`config.mk`:
```
export PLATFORM = sky130hd
export DESIGN_NAME = alu_sequencer
export DESIGN_NICKNAME = d
export VERILOG_FILES = /design/src/rtl/alu_pkg.sv /design/src/rtl/regfile8x8.sv /design/src/rtl/alu_sequencer.sv
export SDC_FILE = /design/constraint.sdc
export NUM_CORES = 1
export LEC_CHECK = 0
export ABC_AREA = 1
export ABC_CLOCK_PERIOD_IN_PS = 1900
export CORE_MARGIN = 8
export CORE_UTILIZATION = 30
export DETAILED_ROUTE_END_ITERATION = 10
export PLACE_DENSITY = 0.5
export SLEW_MARGIN = 40
export SYNTH_ARGS = -nofsm -noshare
export SYNTH_HDL_FRONTEND = slang
export SYNTH_HIERARCHICAL = 1
export SYNTH_SLANG_ARGS = --single-unit
export TNS_END_PERCENT = 100
```
`constraint.sdc`:
```
create_clock -name clk -period 1.9 [get_ports clk]
set_input_delay 0.57 -clock clk [delete_from_list [all_inputs] [get_ports clk]]
set_output_delay 0.57 -clock clk [all_outputs]
set_load 0.005 [all_outputs]
```
`src/rtl/alu_pkg.sv`:
```
// Shared definitions for the ALU issue path: groups, opcodes, instruction
// field positions, flag bit indices and the sequencer state encoding.
package alu_pkg;

    localparam logic GRP_ARITH = 1'b0;
    localparam logic GRP_LOGIC = 1'b1;

    localparam logic [2:0] OP_ADD = 3'd0;
    localparam logic [2:0] OP_ADC = 3'd1;
    localparam logic [2:0] OP_SUB = 3'd2;
    localparam logic [2:0] OP_SBB = 3'd3;

    localparam logic [2:0] OP_AND = 3'd0;
    localparam logic [2:0] OP_OR  = 3'd1;
    localparam logic [2:0] OP_ROR = 3'd2;
    localparam logic [2:0] OP_ROL = 3'd3;
    localparam logic [2:0] OP_SHR = 3'd4;
    localparam logic [2:0] OP_SHL = 3'd5;

    localparam int F_GRP    = 15;
    localparam int F_OPC_HI = 14;
    localparam int F_OPC_LO = 12;
    localparam int F_RD_HI  = 11;
    localparam int F_RD_LO  = 9;
    localparam int F_RS1_HI = 8;
    localparam int F_RS1_LO = 6;
    localparam int F_RS2_HI = 5;
    localparam int F_RS2_LO = 3;

    localparam int FLAG_C = 0;
    localparam int FLAG_V = 1;
    localparam int FLAG_Z = 2;
    localparam int FLAG_P = 3;

    typedef enum logic [1:0] {
        S_IDLE  = 2'd0,
        S_ISSUE = 2'd1,
        S_WB    = 2'd2
    } seq_state_t;

    function automatic logic op_legal(input logic grp, input logic [2:0] opc);
        return (grp == GRP_ARITH) ? (opc <= OP_SBB) : (opc <= OP_SHL);
    endfunction

endpackage

```
`src/rtl/regfile8x8.sv`:
```
// Register file: one synchronous write port, three asynchronous read ports,
// synchronous clear to zero.
module regfile8x8 #(
    parameter int NREG = 8,
    parameter int W    = 8,
    parameter int AW   = $clog2(NREG)
) (
    input  logic          clk,
    input  logic          rst,
    input  logic          we,
    input  logic [AW-1:0] waddr,
    input  logic [W-1:0]  wdata,
    input  logic [AW-1:0] raddr1,
    input  logic [AW-1:0] raddr2,
    input  logic [AW-1:0] raddr3,
    output logic [W-1:0]  rdata1,
    output logic [W-1:0]  rdata2,
    output logic [W-1:0]  rdata3
);

    logic [NREG-1:0][W-1:0] mem;

    always_ff @(posedge clk) begin
        if (rst)
            mem <= '0;
        else if (we)
            mem[waddr] <= wdata;
    end

    assign rdata1 = mem[raddr1];
    assign rdata2 = mem[raddr2];
    assign rdata3 = mem[raddr3];

endmodule

```
`src/rtl/alu_sequencer.sv`:
```
// Issue stage for the 8-bit ALU: decodes an instruction, registers operands
// from the register file, waits one ALU cycle, then writes result and flags back.
module alu_sequencer
    import alu_pkg::*;
#(
    parameter int NREG = 8,
    parameter int W    = 8
) (
    input  logic         clk,
    input  logic         rst,
    input  logic         in_valid,
    output logic         in_ready,
    input  logic [15:0]  in_instr,
    output logic         done,
    output logic         err,
    input  logic         host_we,
    input  logic [2:0]   host_addr,
    input  logic [W-1:0] host_wdata,
    output logic [W-1:0] host_rdata,
    output logic         host_ready,
    output logic [3:0]   flags_q,
    output logic         alu_grp,
    output logic [2:0]   alu_opcode,
    output logic [W-1:0] alu_op1,
    output logic [W-1:0] alu_op2,
    output logic [W-1:0] alu_op3,
    output logic [3:0]   alu_flags,
    input  logic [W-1:0] alu_result,
    input  logic [3:0]   alu_flags_out
);

    seq_state_t   state, state_nx;
    logic [2:0]   rd_q;
    logic         accept, legal;
    logic         rf_we;
    logic [2:0]   rf_waddr;
    logic [W-1:0] rf_wdata, rs1_data, rs2_data;

    wire        grp_in = in_instr[F_GRP];
    wire [2:0]  opc_in = in_instr[F_OPC_HI:F_OPC_LO];
    wire [2:0]  rd_in  = in_instr[F_RD_HI:F_RD_LO];
    wire [2:0]  rs1_in = in_instr[F_RS1_HI:F_RS1_LO];
    wire [2:0]  rs2_in = in_instr[F_RS2_HI:F_RS2_LO];

    assign legal = op_legal(grp_in, opc_in);

    regfile8x8 #(.NREG(NREG), .W(W), .AW(3)) u_rf (
        .clk    (clk),
        .rst    (rst),
        .we     (rf_we),
        .waddr  (rf_waddr),
        .wdata  (rf_wdata),
        .raddr1 (rs1_in),
        .raddr2 (rs2_in),
        .raddr3 (host_addr),
        .rdata1 (rs1_data),
        .rdata2 (rs2_data),
        .rdata3 (host_rdata)
    );

    // The host and writeback share the single write port; they never
    // overlap because the host port is closed outside IDLE.
    always_comb begin
        state_nx   = state;
        in_ready   = 1'b0;
        host_ready = 1'b0;
        accept     = 1'b0;
        rf_we      = 1'b0;
        rf_waddr   = host_addr;
        rf_wdata   = host_wdata;
        case (state)
            S_IDLE: begin
                host_ready = 1'b1;
                in_ready   = ~host_we;
                rf_we      = host_we;
                accept     = in_valid & ~host_we;
                if (accept && legal)
                    state_nx = S_ISSUE;
            end
            S_ISSUE: state_nx = S_WB;
            S_WB: begin
                rf_we    = 1'b1;
                rf_waddr = rd_q;
                rf_wdata = alu_result;
                state_nx = S_IDLE;
            end
            default: state_nx = S_IDLE;
        endcase
    end

    // A reset landing in WB aborts the writeback, so the pulse is masked too.
    assign done = (state == S_WB) && !rst;

    always_ff @(posedge clk) begin
        if (rst) begin
            state      <= S_IDLE;
            err        <= 1'b0;
            flags_q    <= '0;
            rd_q       <= '0;
            alu_grp    <= 1'b0;
            alu_opcode <= '0;
            alu_op1    <= '0;
            alu_op2    <= '0;
            alu_op3    <= '0;
            alu_flags  <= '0;
        end else begin
            state <= state_nx;
            err   <= accept & ~legal;
            if (accept && legal) begin
                alu_grp    <= grp_in;
                alu_opcode <= opc_in;
                rd_q       <= rd_in;
                alu_op1    <= rs1_data;
                alu_op2    <= rs1_data;
                alu_op3    <= rs2_data;
                alu_flags  <= flags_q;
            end
            if (state == S_WB)
                flags_q <= alu_flags_out;
        end
    end

endmodule

```
==> flow_metrics.env, run 1 <==
export IMPL_setup_tns_ns=-0.572
export IMPL_synth_top_area_share_pct=32.1
export IMPL_num_antenna_cells=0
export IMPL_cts_buffer_depth=2
export IMPL_slew_headroom_pct=66.7
export IMPL_drtIter0Drc=689
export IMPL_wl_um=23000
export IMPL_finalInstanceArea_sq_um=8410
export IMPL_gp_congestion=0.923
export IMPL_violations="negative setup slack"
export IMPL_postCtsHoldBufs=0
export IMPL_insertion_delay_ns=0.35
export IMPL_syn_to_final_growth_pct=37.8
export IMPL_status="finished, violations left"
export IMPL_io_pins=91
export IMPL_grt_max_degree=40
export IMPL_dp_hpwl_um=17500
export IMPL_nets=1237
export IMPL_end_kind="output pin"
export IMPL_dr_total_vias=6868
export IMPL_drive_gt1_share_pct=18.1
export IMPL_detail_route_wl_per_cell_um=15.7
export IMPL_synth_fp_nets=1097
export IMPL_synth_distinct_cells=23
export IMPL_synth_edf_count=0
export IMPL_die_w_um=159
export IMPL_final_max_slew_viol_count=0
export IMPL_cellLeakagePower_uw=0.00418
export IMPL_finalHoldViolations=0
export IMPL_grt_pass1_wl_um=35700
export IMPL_register_area_sq_um=1960
export IMPL_rsz0062_at_grt="yes"
export IMPL_cts_tree="built"
export IMPL_yosys_top_cells_area="dfxtp_1 (32%), nand2_1 (23%), nor2_1 (11%)"
export IMPL_numCtsBuffers=9
export IMPL_avgSynthCellArea_sq_um=5.79
export IMPL_clock_sinks=98
export IMPL_grtUsageTotal_pct=18.6
export IMPL_post_synth_top_area_cell="dfxtp_1"
export IMPL_required_ns=1.33
export IMPL_grt_pass1_vias=6309
export IMPL_hold_class="reg2reg"
export IMPL_dr_pass1_iters=6
export IMPL_maxCapViolCount=0
export IMPL_min_period_ns=1.99
export IMPL_final_core_util_pct=41.8
export IMPL_crit_fanout=8
export IMPL_synth_seq_cells=98
export IMPL_place_ws_ns=-0.945
export IMPL_critPathLaunchType="input pin"
export IMPL_drc=0
export IMPL_worst_clock_skew_ns=0.0168
export IMPL_yosysMostFrequentCell="nand2_1"
export IMPL_fillers=2168
export IMPL_worstPathArrival_ns=1.42
export IMPL_ys_warn_count=6
export IMPL_syn_area_sq_um=6110
export IMPL_timing_fmax_mhz=502
export IMPL_netlist_instances=1054
export IMPL_synth_commonest_cells="nand2_1 (373), nor2_1 (177), nand3_1 (122), inv_1 (102), dfxtp_1 (98)"
export IMPL_finalCritPeriodShare_pct=105
export IMPL_io_buffer_count=87
export IMPL_ys_async_sr_fraction_pct=0
export IMPL_fin_ws_ns=-0.0927
export IMPL_synth_seq_area_share_pct=32.1
export IMPL_ant_nets=0
export IMPL_multi_input_area_sq_um=3470
export IMPL_coreArea_sq_um=20100
export IMPL_peakVddDrop_mv=0.427
export IMPL_cellPowerDensity_nw_per_um2=672
export IMPL_root_buffer="clkbuf_16"
export IMPL_vias_per_cell=4.68
export IMPL_grt_overflow_total=0
export IMPL_start_util_pct=30.4
export IMPL_place_area_sq_um=7810
export IMPL_setup_viol=8
export IMPL_die_h_um=159
export IMPL_tightestPinTransition_ns=0.498
export IMPL_path_clk_slew_ns=0.07
export IMPL_htree_levels=3
export IMPL_antenna_found_initial=0
export IMPL_crit_type="in2out"
export IMPL_rows=52
export IMPL_dominantRegCellSynth="dfxtp_1"
export IMPL_die_area_sq_um=25200
## worst max-delay path: stages
cell and delay (ns):
buf_12 0.11, inv_8 0.05, buf_12 0.10, buf_12 0.11, nand2_2 0.05, nand3_1 0.06
nand2_1 0.06, nand2_1 0.09, nand2_1 0.08, buf_2 0.13
## metal layers
| metal | wire length [um] | vias to the layer above | share of wire, % | track usage [%] |
|---|---|---|---|---|
| li1 | - | 3494 | - | - |
| met1 | 10700 | 3116 | 47 | 26.1 |
| met2 | 10500 | 234 | 46 | 29.0 |
| met3 | 1400 | 24 | 6.1 | 2.61 |
| met4 | 414 | 0 | 1.8 | 5.57 |
| met5 | 0 | - | 0 | 0 |
## repair_timing
action / 4_1_cts / 5_1_grt
gates cloned: 3 / 1
setup buffers: 3 / 1
endpoints found under the setup margin: 75 / 20
pin swaps: 16 / 10
gates resized for setup: 95 / 26
## final timing paths
path,startpoint,slack [ns],cells after the start,endpoint
max,host_addr[0],-0.09,10,host_rdata[1]
min,alu_opcode[0],0.47,2,alu_opcode[0]
max reg2reg,state[0],0.22,9,u_rf/mem[14]
min reg2reg,alu_opcode[0],0.47,2,alu_opcode[0]
## sequential cells by signal (all words and copies together) (netlist names)
| register | cells |
|---|---|
| u_rf/mem | 64 |
| alu_op2 | 8 |
| alu_op3 | 8 |
| alu_flags | 4 |
| flags_q | 4 |
| alu_opcode | 3 |
| rd_q | 3 |
| state | 2 |
| alu_grp | 1 |
| err | 1 |
## power breakdown
part / switching [uW] / total [uW] / internal [uW]
Clock: 826 / 2110 / 1280
Sequential: 51.9 / 2200 / 2150
Combinational: 761 / 1340 / 584
## final cells by class
cell class / count / area share (%)
clock buffers: 9 / 2.68
clock inverters: 6 / 1.35
inverters: 120 / 5.79
well taps: 270 / 4.02
repair buffers: 188 / 21.6
flip-flops and latches: 98 / 23.4
multi-input cells: 777 / 41.2
## stage by stage
| stage | power [uW] | instances | hold slack [ns] |
|---|---|---|---|
| 2_1_floorplan | 2950 | 1054 | 0.440 |
| 3_3_place_gp | 3530 | 1446 | 0.449 |
| 3_5_place_dp | 3530 | 1446 | 0.454 |
| 4_1_cts | 5700 | 1467 | 0.441 |
| 5_1_grt | 5950 | 1468 | 0.496 |
| 6_report | 5650 | 1468 | 0.468 |
## kinds of logic after synthesis
group | share of synthesized area [%]
AOI/OAI and AO/OA | 6.07
buffers and inverters | 13.5
DFF | 32.1
and+or+nand+nor | 48.3
## layout by cell type (no fill, tap or decap), drive strengths merged
master / n
o21ai: 69
buf: 111
nand2: 386
clkbuf: 10
nor4: 1
nor3: 1
nand3: 122
clkinv: 6
bufinv: 3
dlygate4sd2: 3
dlymetal6s2s: 1
a21oi: 5
clkdlybuf4s50: 71
dfxtp: 98
inv: 115
nor2: 193
clkdlybuf4s15: 1
clkinvlp: 2
No activity file was read; power rests on OpenSTA's default activity.
==> run 2: changes to the inputs <==
--- a/config.mk
+++ b/config.mk
@@ -11,6 +11,7 @@
 export CORE_UTILIZATION = 30
 export DETAILED_ROUTE_END_ITERATION = 10
 export PLACE_DENSITY = 0.5
+export SETUP_SLACK_MARGIN = 0.15
 export SLEW_MARGIN = 40
 export SYNTH_ARGS = -nofsm -noshare
 export SYNTH_HDL_FRONTEND = slang
==> flow_metrics.env, run 2 (same netlist as run 1, synthesis figures left out) <==
export IMPL_die_h_um=159
export IMPL_gp_congestion=0.924
export IMPL_htree_levels=3
export IMPL_place_ws_ns=-0.898
export IMPL_maxCapViolCount=0
export IMPL_setup_tns_ns=-0.617
export IMPL_num_antenna_cells=0
export IMPL_io_pins=91
export IMPL_drtIter0Drc=657
export IMPL_layout_cells_non_filler=1460
export IMPL_postCtsHoldBufs=0
export IMPL_peakVddDrop_mv=0.411
export IMPL_hold_class="reg2reg"
export IMPL_top_regs="u_rf/mem (64), alu_op2 (8), alu_op3 (8)"
export IMPL_crit_type="in2out"
export IMPL_rr_startpoint="state[1]"
export IMPL_ant_nets=0
export IMPL_grtUsageTotal_pct=18.8
export IMPL_setup_worst_path_start="host_addr[0]"
export IMPL_cellLeakagePower_uw=0.00434
export IMPL_top_register="u_rf/mem"
export IMPL_grt_pass1_wl_um=35900
export IMPL_rsz0062_at_grt="yes"
export IMPL_detail_route_wl_per_cell_um=15.9
export IMPL_r2r_end="u_rf/mem[37]"
export IMPL_largest_reg_flops=64
export IMPL_top_usage_layer="met2"
export IMPL_grt_pass1_vias=6167
export IMPL_fin_ws_ns=-0.0999
export IMPL_vias_per_cell=4.62
export IMPL_final_max_slew_viol_count=0
export IMPL_regToRegSetupSlack_ns=0.23
export IMPL_drive_gt1_share_pct=19.2
export IMPL_fillers=2232
export IMPL_min_period_ns=2.00
export IMPL_cellPowerDensity_nw_per_um2=634
export IMPL_use_met2_pct=27.7
export IMPL_layout_commonest_cell="nand2_1"
export IMPL_die_area_sq_um=25200
export IMPL_numCtsBuffers=9
export IMPL_grt_use_met1_pct=27.1
export IMPL_cts_buffer_depth=2
export IMPL_setup_viol=8
export IMPL_insertion_delay_ns=0.35
export IMPL_met3_usage_pct=2.52
export IMPL_required_ns=1.33
export IMPL_start_util_pct=30.4
export IMPL_worstPathArrival_ns=1.43
export IMPL_crit_fanout=8
export IMPL_syn_to_final_growth_pct=37.7
export IMPL_setup_worst_path_end="host_rdata[1]"
export IMPL_finalHoldViolations=0
export IMPL_fin_hold_ws_ns=0.440
export IMPL_io_buffer_count=87
export IMPL_coreArea_sq_um=20100
export IMPL_slew_headroom_pct=70.1
export IMPL_dr_total_vias=6742
export IMPL_grt_max_degree=65
export IMPL_die_w_um=159
export IMPL_dr_pass1_iters=5
export IMPL_place_inst=1432
export IMPL_root_buffer="clkbuf_16"
export IMPL_r2r_cells=9
export IMPL_cts_tree="built"
export IMPL_dp_hpwl_um=17700
export IMPL_finalCritPeriodShare_pct=105
export IMPL_wl_um=23100
export IMPL_clock_sinks=98
export IMPL_violations="negative setup slack"
export IMPL_grt_overflow_total=0
export IMPL_layout_common_cells="nand2_1 (346), nor2_1 (174), nand3_1 (106)"
export IMPL_path_clk_slew_ns=0.07
export IMPL_antenna_found_initial=0
export IMPL_drc=0
export IMPL_rows=52
export IMPL_timing_fmax_mhz=500
export IMPL_nets=1228
export IMPL_tightestPinTransition_ns=0.447
export IMPL_status="finished, violations left"
export IMPL_end_kind="output pin"
export IMPL_critPathLaunchType="input pin"
export IMPL_worst_clock_skew_ns=0.00933
[run 2: critical path, stage by stage]
cell     delay, ns
buf_8         0.11
inv_8         0.07
buf_6         0.11
buf_12        0.15
nand2_4       0.05
nand3_2       0.06
nand2_2       0.05
nand2_2       0.07
nand2_2       0.06
buf_2         0.12
[run 2: worst min-delay path by stage]
stage	start	end	slack, ns	cells past startpoint
floorplan	rd_q[2]	rd_q[2]	0.44	2
global placement	alu_opcode[2]	alu_opcode[2]	0.45	2
detailed placement	alu_flags[0]	alu_flags[0]	0.45	2
CTS	state[1]	state[1]	0.44	1
global route	state[1]	state[1]	0.47	1
finish	state[1]	state[1]	0.44	1
[run 2: timing repair]
action | 4_1_cts | 5_1_grt
pin swaps | 18 | 22
endpoints found under the hold margin | 0 | 0
gates cloned | 4 | 0
buffers inserted | 8 | 0
gates resized for setup | 156 | 49
setup endpoints to repair | 128 | 76
[run 2: final cells by class]
class	instances	area, sq um	area share, %
Inverter	120	498	5.92
Tap cell	270	338	4.02
Multi-Input combinational cell	777	3530	42.0
Clock inverter	7	58.8	0.699
Clock buffer	9	225	2.68
Sequential cell	98	1970	23.5
Timing Repair Buffer	179	1780	21.2
[run 2: per-layer routing]
layer  routed length (um)  vias up
met5                    0        -
met4                  584        0
li1                     -     3477
met2                10100      199
met1                11200     3037
met3                 1210       29
[run 2: power by group]
group / switching, uW / internal [uW]
Combinational: 774 / 561
Sequential: 48.3 / 2150
Clock: 883 / 913
Total: 1700 / 3620
[run 2: stage by stage]
step                util, %  cell area (sq um)  power (uW)
finish                 41.8               8410        5330
CTS                    41.1               8270        5360
global placement       38.4               7720        3510
global route           41.8               8410        5640
detailed placement     38.4               7720        3520
floorplan                 -               6110        2950
==> run 3: changes to the inputs <==
--- a/config.mk
+++ b/config.mk
@@ -11,8 +11,8 @@
 export CORE_UTILIZATION = 30
 export DETAILED_ROUTE_END_ITERATION = 10
 export PLACE_DENSITY = 0.5
-export SETUP_SLACK_MARGIN = 0.15
-export SLEW_MARGIN = 40
+export SETUP_SLACK_MARGIN = 0.3
+export SLEW_MARGIN = 5
 export SYNTH_ARGS = -nofsm -noshare
 export SYNTH_HDL_FRONTEND = slang
 export SYNTH_HIERARCHICAL = 1
==> flow_metrics.env, run 3 (same netlist as run 1, synthesis figures left out) <==
export IMPL_status="finished, violations left"
export IMPL_violations="negative setup slack"
export IMPL_drc=0
export IMPL_dp_hpwl_um=17100
export IMPL_top_regs="u_rf/mem (64), alu_op2 (8), alu_op3 (8)"
export IMPL_cts_buffer_depth=2
export IMPL_grt_pass1_wl_um=35900
export IMPL_wl_um=24300
export IMPL_rsz0062_at_grt="yes"
export IMPL_top_register="u_rf/mem"
export IMPL_maxCapViolCount=0
export IMPL_grt_max_degree=40
export IMPL_io_buffer_count=87
export IMPL_gp_congestion=0.904
export IMPL_timing_fmax_mhz=500
export IMPL_die_w_um=159
export IMPL_cp_top_family="buffers and inverters"
export IMPL_num_antenna_cells=0
export IMPL_antenna_found_initial=0
export IMPL_slew_headroom_pct=78.8
export IMPL_crit_fanout=8
export IMPL_fin_ws_ns=-0.0999
export IMPL_crit_top_cell="nand2_1"
export IMPL_nets=1252
export IMPL_required_ns=1.33
export IMPL_finalHoldViolations=0
export IMPL_grtUsageTotal_pct=18.7
export IMPL_htree_levels=3
export IMPL_start_util_pct=30.4
export IMPL_worst_clock_skew_ns=0.00921
export IMPL_cts_tree="built"
export IMPL_total_power_uw=5940
export IMPL_die_h_um=159
export IMPL_peakVddDrop_mv=0.418
export IMPL_rows=52
export IMPL_hold_class="reg2reg"
export IMPL_critPathLaunchType="input pin"
export IMPL_place_inst=1438
export IMPL_clock_sinks=98
export IMPL_finalInstanceArea_sq_um=9650
export IMPL_numCtsBuffers=9
export IMPL_die_area_sq_um=25200
export IMPL_fillers=2038
export IMPL_detail_route_wl_per_cell_um=16.4
export IMPL_worstPathArrival_ns=1.43
export IMPL_register_area_sq_um=1980
export IMPL_cellPowerDensity_nw_per_um2=616
export IMPL_io_pins=91
export IMPL_dr_total_vias=6966
export IMPL_layout_cells_non_filler=1483
export IMPL_crit_type="in2out"
export IMPL_final_max_slew_viol_count=0
export IMPL_layout_commonest_cell="nand2_1"
export IMPL_cpPeakStageDelay_ns=0.17
export IMPL_multi_input_area_sq_um=4380
export IMPL_min_period_ns=2.00
export IMPL_coreArea_sq_um=20100
export IMPL_grt_overflow_total=0
export IMPL_setup_viol=8
export IMPL_drive_gt1_share_pct=30.8
export IMPL_place_area_sq_um=7820
export IMPL_postCtsHoldBufs=0
export IMPL_path_clk_slew_ns=0.07
export IMPL_ant_nets=0
export IMPL_finalCritPeriodShare_pct=105
export IMPL_root_buffer="clkbuf_16"
export IMPL_insertion_delay_ns=0.35
export IMPL_tightestPinTransition_ns=0.318
export IMPL_largest_reg_flops=64
export IMPL_vias_per_cell=4.70
export IMPL_cellLeakagePower_uw=0.00474
export IMPL_cp_cell_sequence="buf_8, buf_12, buf_16, nand2_1, nand3_1, nand2_1, nand2_1, nand2_2, buf_2"
export IMPL_end_kind="output pin"
export IMPL_grt_pass1_vias=6332
export IMPL_dr_pass1_iters=5
export IMPL_slowest_stage="buf_12"
export IMPL_syn_to_final_growth_pct=58.0
export IMPL_critPathBufInv=4
export IMPL_layout_common_cells="nand2_1 (326), nand3_1 (113), nor2_1 (112)"
export IMPL_drtIter0Drc=704
==> run 3: cell types whose count changed in the layout (fill, tap and decap cells not counted), sizes merged, moves of 2 or more <==
cell / before / now
inv: 119 / 113
bufinv: 0 / 3
clkinv: 7 / 11
buf: 104 / 117
dlymetal6s2s: 2 / 0
nand2: 386 / 393
clkbuf: 10 / 14
==> run 3: cell type report <==
cell class	instances	area share, %
multi-input cells	784	45.4
inverters	120	6.21
repair buffers	195	20.7
well taps	270	3.50
flip-flops and latches	98	20.5
clock inverters	6	1.19
clock buffers	9	2.33
repair inverters	1	0.117
==> run 3: power by group <==
group | internal (uW) | switching, uW
clock | 1290 | 848
sequential | 2150 | 77.8
combinational | 676 | 903
==> run 3: metal layers <==
layer	up-vias	part of all wire [%]	GRT usage (%)
met5	-	0	0
met4	0	3.3	7.00
met3	40	5.6	3.09
met2	227	46	29.3
met1	3157	45	25.3
li1	3542	-	-
==> run 3: timing repair <==
action                                  in CTS  in global routing
pin swaps                                   37                 89
endpoints found under the setup margin     128                 89
gates resized for setup                    241                253
cloned                                       7                  7
buffers inserted                             9                  7
==> run 3: worst register-to-register path, cell delays in order (launching register included) <==
cell and delay (ns):
dfxtp_4 0.36, buf_6 0.10, inv_4 0.03, nor2_4 0.12
buf_6 0.12, buf_12 0.13, nand2_8 0.06, nand2_8 0.11
buf_6 0.11, nor2_4 0.03, buf_12 0.14, nand2_8 0.10
clkinv_8 0.11, nor2_4 0.13, nor2_2 0.04
==> run 3: worst paths after layout <==
path	from	endpoint	slack [ns]	depth (start not counted)
min	alu_op3[6]	alu_op3[6]	0.46	2
max reg2reg	state[1]	u_rf/mem[19]	0.12	14
min reg2reg	alu_op3[6]	alu_op3[6]	0.46	2
max	host_addr[0]	host_rdata[1]	-0.1	9
==> run 3: metrics by stage <==
step | hold WS (ns) | TNS (ns) | setup WS [ns] | utilization (%)
after floorplan | 0.440 | 0 | 0.231 | -
after global placement | 0.450 | -33.97 | -0.890 | 38.9
after detailed placement | 0.459 | -34.00 | -0.888 | 38.9
after CTS | 0.468 | -0.575 | -0.0819 | 42.9
after global routing | 0.487 | -0.947 | -0.141 | 48.0
final | 0.464 | -0.641 | -0.0999 | 48.0
